`config.mk`:
```
export PLATFORM = sky130hd
export DESIGN_NAME = spart_tx
export DESIGN_NICKNAME = d
export VERILOG_FILES = /design/src/rtl/spart_tx.sv
export SDC_FILE = /design/constraint.sdc
export NUM_CORES = 1
export LEC_CHECK = 0
export CAP_MARGIN = 20
export CORE_MARGIN = 2
export CORE_UTILIZATION = 51
export CTS_CLUSTER_SIZE = 24
export DETAILED_ROUTE_END_ITERATION = 10
export PLACE_DENSITY = 0.73
export SLEW_MARGIN = 20
export SYNTH_ARGS = -nofsm -noshare
export SYNTH_HDL_FRONTEND = slang
export SYNTH_SLANG_ARGS = --single-unit
```
`constraint.sdc`:
```
create_clock -name clk -period 1.8 [get_ports clk]
set_input_delay 0.27 -clock clk [delete_from_list [all_inputs] [get_ports clk]]
set_output_delay 0.27 -clock clk [all_outputs]
set_load 0.02 [all_outputs]
```
`src/rtl/spart_tx.sv`:
```
// SPART transmitter: double-buffered 8N1 serialiser clocked by the shared
// baud oversample tick; a holding register feeds the shift register.
module spart_tx #(
  parameter int OVERSAMPLE = 16,
  parameter int DATA_BITS  = 8
) (
  input  logic       clk,
  input  logic       rst,
  input  logic       baud_en,
  input  logic       load,
  input  logic [7:0] din,
  output logic       txd,
  output logic       tbr,
  output logic       busy
);

  localparam int TW = $clog2(OVERSAMPLE);
  localparam int BW = $clog2(DATA_BITS);
  localparam logic [TW-1:0] TICK_LAST = TW'(OVERSAMPLE - 1);
  localparam logic [BW-1:0] BIT_LAST  = BW'(DATA_BITS - 1);

  typedef enum logic [1:0] {IDLE, START, DATA, STOP} state_t;

  state_t        state, state_nxt;
  logic [TW-1:0] tick, tick_nxt;
  logic [BW-1:0] bit_cnt, bit_nxt;
  logic [7:0]    shift, shift_nxt;
  logic [7:0]    hold;
  logic          hold_full;
  logic          xfer;
  logic          accept;
  logic          txd_nxt;

  // A load is only taken while the holding register is empty; it can never
  // coincide with a transfer, which needs the register full.
  assign accept = load && !hold_full;
  assign tbr    = !hold_full;
  assign busy   = (state != IDLE);

  always_comb begin
    state_nxt = state;
    tick_nxt  = tick;
    bit_nxt   = bit_cnt;
    shift_nxt = shift;
    xfer      = 1'b0;
    case (state)
      IDLE: begin
        if (hold_full) begin
          xfer      = 1'b1;
          shift_nxt = hold;
          tick_nxt  = '0;
          state_nxt = START;
        end
      end
      START: begin
        if (baud_en) begin
          if (tick == TICK_LAST) begin
            tick_nxt  = '0;
            bit_nxt   = '0;
            state_nxt = DATA;
          end else begin
            tick_nxt = tick + TW'(1);
          end
        end
      end
      DATA: begin
        if (baud_en) begin
          if (tick == TICK_LAST) begin
            tick_nxt  = '0;
            shift_nxt = {1'b0, shift[7:1]};
            if (bit_cnt == BIT_LAST) begin
              state_nxt = STOP;
            end else begin
              bit_nxt = bit_cnt + BW'(1);
            end
          end else begin
            tick_nxt = tick + TW'(1);
          end
        end
      end
      STOP: begin
        if (baud_en) begin
          if (tick == TICK_LAST) begin
            tick_nxt = '0;
            if (hold_full) begin
              xfer      = 1'b1;
              shift_nxt = hold;
              state_nxt = START;
            end else begin
              state_nxt = IDLE;
            end
          end else begin
            tick_nxt = tick + TW'(1);
          end
        end
      end
      default: state_nxt = IDLE;
    endcase

    // txd is registered from the next state so it changes on the same edge
    // as the state and never glitches.
    case (state_nxt)
      START:   txd_nxt = 1'b0;
      DATA:    txd_nxt = shift_nxt[0];
      default: txd_nxt = 1'b1;
    endcase
  end

  always_ff @(posedge clk) begin
    if (rst) begin
      state     <= IDLE;
      tick      <= '0;
      bit_cnt   <= '0;
      hold_full <= 1'b0;
      txd       <= 1'b1;
    end else begin
      state   <= state_nxt;
      tick    <= tick_nxt;
      bit_cnt <= bit_nxt;
      txd     <= txd_nxt;
      if (xfer) begin
        hold_full <= 1'b0;
      end else if (accept) begin
        hold_full <= 1'b1;
      end
    end
  end

  // Data registers carry no reset; their contents are qualified by state.
  always_ff @(posedge clk) begin
    shift <= shift_nxt;
    if (accept) begin
      hold <= din;
    end
  end

endmodule
```
==> flow_summary.toml, run 1 <==
[finish]
syn2layout_area_growth_pct = 19.5
nFillCells = 237
final_util_pct = 62.3
layout-drive-gt1-share_pct = 17.8
nets = 178
antenna_cells = 0

[timing]
maxSlewHeadroom_pct = 67.0
worstMarginPinSlew_ns = 0.494
rsz0062_at_grt = "false"
setup_violations = 0
drv_slew = 0
layout_min_cycle_time_ns = 1.71
hold_viol_final = 0
fmax_ghz = 0.585
finalCritPeriodShare_pct = 95.0
finClkSkew_ns = 0.000956

[hold_path]
hold_depth = 1
hold_class = "input port to flop"
hold_start = "din[5]"
holdPathEnd = "hold[5]$_DFFE_PP_"

[routing]
num_vias = 1082
first_pass_iters = 4
drc = 0
met2WireLength_um = 1290
wl_met3_um = 84
drt_iter0_markers = 23
ant_nets = 0
via_per_inst = 5.76
drt-total-wl_um = 2620
wl_per_cell_um = 13.9
top_layer_used = "met4"
met1_length_um = 1230

[critical_path]
cp_max_fo = 8
critPathCaptureType = "flop"
regToRegStartpoint = "state[0]$_SDFF_PP0_"
required_ns = 2.06
r2r_end = "tick[2]$_SDFFE_PP0P_"
critPathLaunchType = "flop"
critical_path.startpoint = "state[0]$_SDFF_PP0_"
reg2reg_slack_ns = 0.09
crit_type = "flop to flop"
cp_cell_sequence = "inv_1 -> ha_1 -> o22ai_1 -> or4b_1 -> a21oi_1"
arrival_ns = 1.97
slowest_stage = "or4b_1"
max_stage_delay_ns = 0.48
r2r.worst_path.cells = 5

[power_and_ir_drop]
p_leak_nw = 0.665
power_density_nw_per_um2 = 900
p_total_mw = 1.51
ir_drop_v = 0.000619

[logic_synthesis]
synth_cell_types = 42
async_flop_share_pct = 0
syn_inst = 135
netlist_area_um2 = 1400
synth_edf_count = 15
syn_avg_cell_area_um2 = 10.4
ys_seq_area_share_pct = 49.3
ys_seq_elements = 27
synth_top_area_share_pct = 32.1
synth_area_leader_cell = "edfxtp_1"
synth_flop_cell = "edfxtp_1"
ys_warn_count = 0
ys_top_cells_by_area = "edfxtp_1, dfxtp_1, ha_1, nor2_1, a21oi_1"
synthesis.nets = 155

[die]
die_w_um = 56.4
rows = 19
start_util_pct = 52.2
chipHeight_um = 56.4
core-area_um2 = 2690
die_area_um2 = 3180
ios = 15

[cts]
cts.sinks = 27
clock_latency_ns = 0.32
tritoncts = "yes"
h-tree-depth = 1
clockRootBuffer = "clkbuf_4"
numCtsBuffers = 3
clockBufferDepth = 2
cts.clk_slew.worst_paths_ns = 0.14

[placed_design]
io_buffers = 14
dp_hpwl_um = 1930
place_congestion = 0.745

[job]
cap_viol_max_count = 0

[grt]
grt_pass1_wl_um = 4430
grt_pass1_vias = 1012
antenna_found_initial = 0
gr-total-overflow = 0
grt_max_degree = 17
grt_usage_pct = 17.4

[status]
status = "finished, final reports clean"
-- cell usage after synthesis (2+ instances only) --
master     n
a22oi_1    3
nand3_1    2
dfxtp_1   12
ha_1       8
a21oi_1   14
mux2i_1    7
buf_6      2
o21ai_0    4
clkbuf_1   4
nor3_1     2
inv_1      3
a21o_1     3
nand2_1    3
nor2b_1    2
edfxtp_1  15
nor2_1    25
-- worst max-delay path: cells and delay by family, from the launching register on --
kind                       cells  cell delay, ns
adders and majority gates      1            0.33
and+or+nand+nor                1            0.48
DFF                            1            0.37
buffers and inverters          1            0.15
AOI/OAI and AO/OA              2            0.31
-- metal layers --
metal	GRT usage [%]	up-vias
met3	2.07	2
li1	-	536
met1	24.3	526
met4	6.12	0
met2	27.9	18
met5	0	-
-- per-stage QoR --
stage	worst slack (ns)	cells	cell area, um2	hold slack (ns)	setup TNS (ns)
2_1_floorplan	0.126	135	1400	0.349	0
3_3_place_gp	0.0329	184	1630	0.485	0
3_5_place_dp	-0.0232	184	1630	0.502	-0.0467
4_1_cts	0.0100	188	1660	0.474	0
5_1_grt	0.0124	188	1670	0.459	0
6_report	0.0897	188	1670	0.490	0
-- area by class of cell --
class	instances	area (um2)	share of cell area [%]
Clock buffer	3	22.5	1.35
Clock inverter	1	7.51	0.448
Inverter	4	15.0	0.897
Multi-Input combinational cell	97	667	39.8
Sequential cell	27	693	41.4
Tap cell	31	38.8	2.32
Timing Repair Buffer	25	230	13.8
-- layout by cell type (no fill, tap or decap), types with 2 or more instances in the layout --
| master | count |
|---|---|
| nor2_1 | 25 |
| edfxtp_1 | 15 |
| a21oi_1 | 14 |
| clkdlybuf4s50_1 | 13 |
| dfxtp_1 | 10 |
| buf_4 | 10 |
| mux2i_1 | 7 |
| ha_1 | 6 |
| o21ai_0 | 4 |
| inv_1 | 3 |
| nand2_1 | 3 |
| a21o_1 | 3 |
| a22oi_1 | 3 |
| clkbuf_4 | 3 |
| nor2b_1 | 2 |
| nor3_1 | 2 |
| nand3_1 | 2 |
| ha_2 | 2 |
| dfxtp_2 | 2 |
-- flip-flops by register name (all words and copies together) (netlist names) --
name,cells
txd,1
state,2
hold_full,1
shift,8
bit_cnt,3
tick,4
hold,8
-- cell families after synthesis --
| logic type | share of synthesized area (%) |
|---|---|
| mux | 6.07 |
| simple gates | 17.1 |
| flops | 49.3 |
| fa+ha+maj | 7.14 |
| buf+inv | 4.11 |
| compound gates | 16.3 |
-- timing repair --
action                                  in CTS  in global routing
hold buffers                                 0                  0
buffers inserted                             0                  0
endpoints found under the setup margin       1                 17
resized for setup                            1                  8
-- worst max path at each step --
stage                         endpoint  slack [ns]  cells past startpoint
2_1_floorplan     tick[3]$_SDFFE_PP0P_        0.13                      6
3_3_place_gp   bit_cnt[2]$_SDFFE_PP0P_        0.03                      6
3_5_place_dp   bit_cnt[1]$_SDFFE_PP0P_       -0.02                      6
4_1_cts                           busy        0.01                      4
5_1_grt           tick[3]$_SDFFE_PP0P_        0.01                      5
6_report          tick[2]$_SDFFE_PP0P_        0.09                      5
-- where the power goes --
part	internal, mW	switching (mW)	total [mW]
Combinational	0.196	0.217	0.413
Clock	0.0849	0.176	0.261
Sequential	0.774	0.0600	0.834
Total	1.05	0.453	1.51
Power figures use the tool's default switching activity.
==> run 2, diff against run 1 <==
--- a/config.mk
+++ b/config.mk
@@ -6,11 +6,10 @@
 export NUM_CORES = 1
 export LEC_CHECK = 0
 export CAP_MARGIN = 20
-export CORE_MARGIN = 2
-export CORE_UTILIZATION = 51
+export CORE_UTILIZATION = 50
 export CTS_CLUSTER_SIZE = 24
 export DETAILED_ROUTE_END_ITERATION = 10
-export PLACE_DENSITY = 0.73
+export PLACE_DENSITY = 0.75
 export SLEW_MARGIN = 20
 export SYNTH_ARGS = -nofsm -noshare
 export SYNTH_HDL_FRONTEND = slang
==> constraint.sdc (replaced) <==
create_clock -name clk -period 1.55 [get_ports clk]
set_input_delay 0.2325 -clock clk [delete_from_list [all_inputs] [get_ports clk]]
set_output_delay 0.2325 -clock clk [all_outputs]
set_load 0.02 [all_outputs]
==> run 2 against run 1 <==
  * The run now ends with negative setup slack left
  * Die area fell by 5.2%
  * Worst hold slack got worse by 0.055 ns
  * Clock power rose by 25%
  * Core utilization rose by 12 points
  * Global-route usage rose by 3.5 points
  * Routed wire length rose by 21%
  * Combinational power rose by 47%
  * Sequential power rose by 18%
  * Fmax rose by 6.5%
  * Non-clock buffer count rose by 16
  * Largest power group unchanged
==> flow_summary.toml, run 2 (same netlist as run 1, synthesis figures left out) <==
[die]
ios = 15
chipHeight_um = 54.9
start_util_pct = 54.6
die_w_um = 54.9
core-area_um2 = 2570
rows = 18
die_area_um2 = 3020

[routing]
drt-total-wl_um = 3160
via_per_inst = 5.71
wl_per_cell_um = 15.6
first_pass_iters = 4
ant_nets = 0
num_vias = 1159
drt_iter0_markers = 44
drc = 0

[finish]
layout.cells.non_filler = 203
nets = 194
layout.cells.most_common = "buf_4"
nFillCells = 184
reg.largest.list = "hold (8), shift (8), tick (4)"
antenna_cells = 0
final_util_pct = 74.0
layout-drive-gt1-share_pct = 35.8
mostFrequentLayoutCells = "buf_4, nor2_1, edfxtp_1, clkdlybuf4s50_1, a21oi_1"
syn2layout_area_growth_pct = 35.5

[placed_design]
dp_hpwl_um = 2180
dp_cells = 194
post-place-ws_ns = -0.234
io_buffers = 14
place_congestion = 0.834

[grt]
gr-total-overflow = 0
grt_pass1_wl_um = 4440
antenna_found_initial = 0
grt_pass1_vias = 1032
grt_usage_pct = 20.9
grt_max_degree = 17

[critical_path]
reg2reg_slack_ns = -0.06
crit_cells = 7
max_stage_delay_ns = 0.37
regToRegStartpoint = "tick[1]$_SDFFE_PP0P_"
cp_num_buf_inv = 1
slowest_stage = "dfxtp_2"
arrival_ns = 1.72
cp_top_family = "flip-flops"
r2r_end = "shift[4]$_DFFE_PP_"
cp_common_cell = "nor2_1"
required_ns = 1.66
cp_max_fo = 6
r2r.worst_path.cells = 7
crit_type = "flop to flop"
critPathCaptureType = "flop"
critPathLaunchType = "flop"
cp_cell_sequence = "ha_4 -> and3_4 -> a31oi_4 -> buf_6 -> nor2_1 -> a21oi_2 -> nor2_1"
critical_path.startpoint = "tick[1]$_SDFFE_PP0P_"

[timing]
worstMarginPinSlew_ns = 0.469
setup_violations = 4
layout_min_cycle_time_ns = 1.61
fmax_ghz = 0.622
hold_viol_final = 0
whs_ns = 0.435
finalCritPeriodShare_pct = 104
drv_slew = 0
rsz0062_at_grt = "true"
finClkSkew_ns = 0.00194
maxSlewHeadroom_pct = 68.6
postLayoutSetupSlackWorst_ns = -0.0565

[job]
cap_viol_max_count = 0

[power_and_ir_drop]
p_leak_nw = 0.750
p_total_mw = 1.92
ir_drop_v = 0.000740
power_density_nw_per_um2 = 1010

[cts]
cts.clk_slew.worst_paths_ns = 0.15
cts.sinks = 27
clock_latency_ns = 0.33
tritoncts = "yes"
clockBufferDepth = 2
numCtsBuffers = 3
h-tree-depth = 1
clockRootBuffer = "clkbuf_4"

[hold_path]
hold_start = "din[5]"
holdPathEnd = "hold[5]$_DFFE_PP_"
hold_class = "input port to flop"
hold_depth = 1

[status]
status = "finished, violations left"
violations = "negative setup slack"
-- run 2: report_power, final --
group          internal (mW)  total [mW]  switching [mW]
sequential             0.900       0.988          0.0884
combinational          0.302       0.607           0.305
clock                 0.0990       0.325           0.226
-- run 2: what timing repair did --
| action | in CTS | in global routing |
|---|---|---|
| gates resized for setup | 15 | 17 |
| pin swaps | 0 | 7 |
| endpoints found under the setup margin | 22 | 14 |
| hold buffers | 0 | 0 |
| setup buffers | 0 | 5 |
-- run 2: how the worst max path moves through the flow --
| stage | end | slack (ns) |
|---|---|---|
| 2_1_floorplan | bit_cnt[1]$_SDFFE_PP0P_ | 0.002 |
| 3_3_place_gp | bit_cnt[2]$_SDFFE_PP0P_ | -0.20 |
| 3_5_place_dp | txd$_SDFF_PP1_ | -0.23 |
| 4_1_cts | busy | -0.08 |
| 5_1_grt | shift[4]$_DFFE_PP_ | -0.06 |
| 6_report | shift[4]$_DFFE_PP_ | -0.06 |
-- run 2: metal layers --
layer	wire length (um)	track usage, %
met5	0	0
met4	36	7.92
met3	91	2.46
met2	1550	34.9
met1	1490	27.6
-- run 2: layout make-up --
type | count | area, um2 | area share [%]
multi-input combinational | 97 | 774 | 40.8
clock inverter | 1 | 7.51 | 0.395
tap | 30 | 37.5 | 1.98
inverter | 4 | 17.5 | 0.922
timing repair buffer | 41 | 340 | 17.9
clock buffer | 3 | 22.5 | 1.19
sequential | 27 | 699 | 36.8
-- run 2: through the flow --
step / setup TNS (ns) / cell area (um2)
after floorplan: 0 / 1440
after global placement: -2.82 / 1730
after detailed placement: -3.76 / 1730
after CTS: -0.177 / 1790
after global routing: -0.289 / 1900
final: -0.0996 / 1900
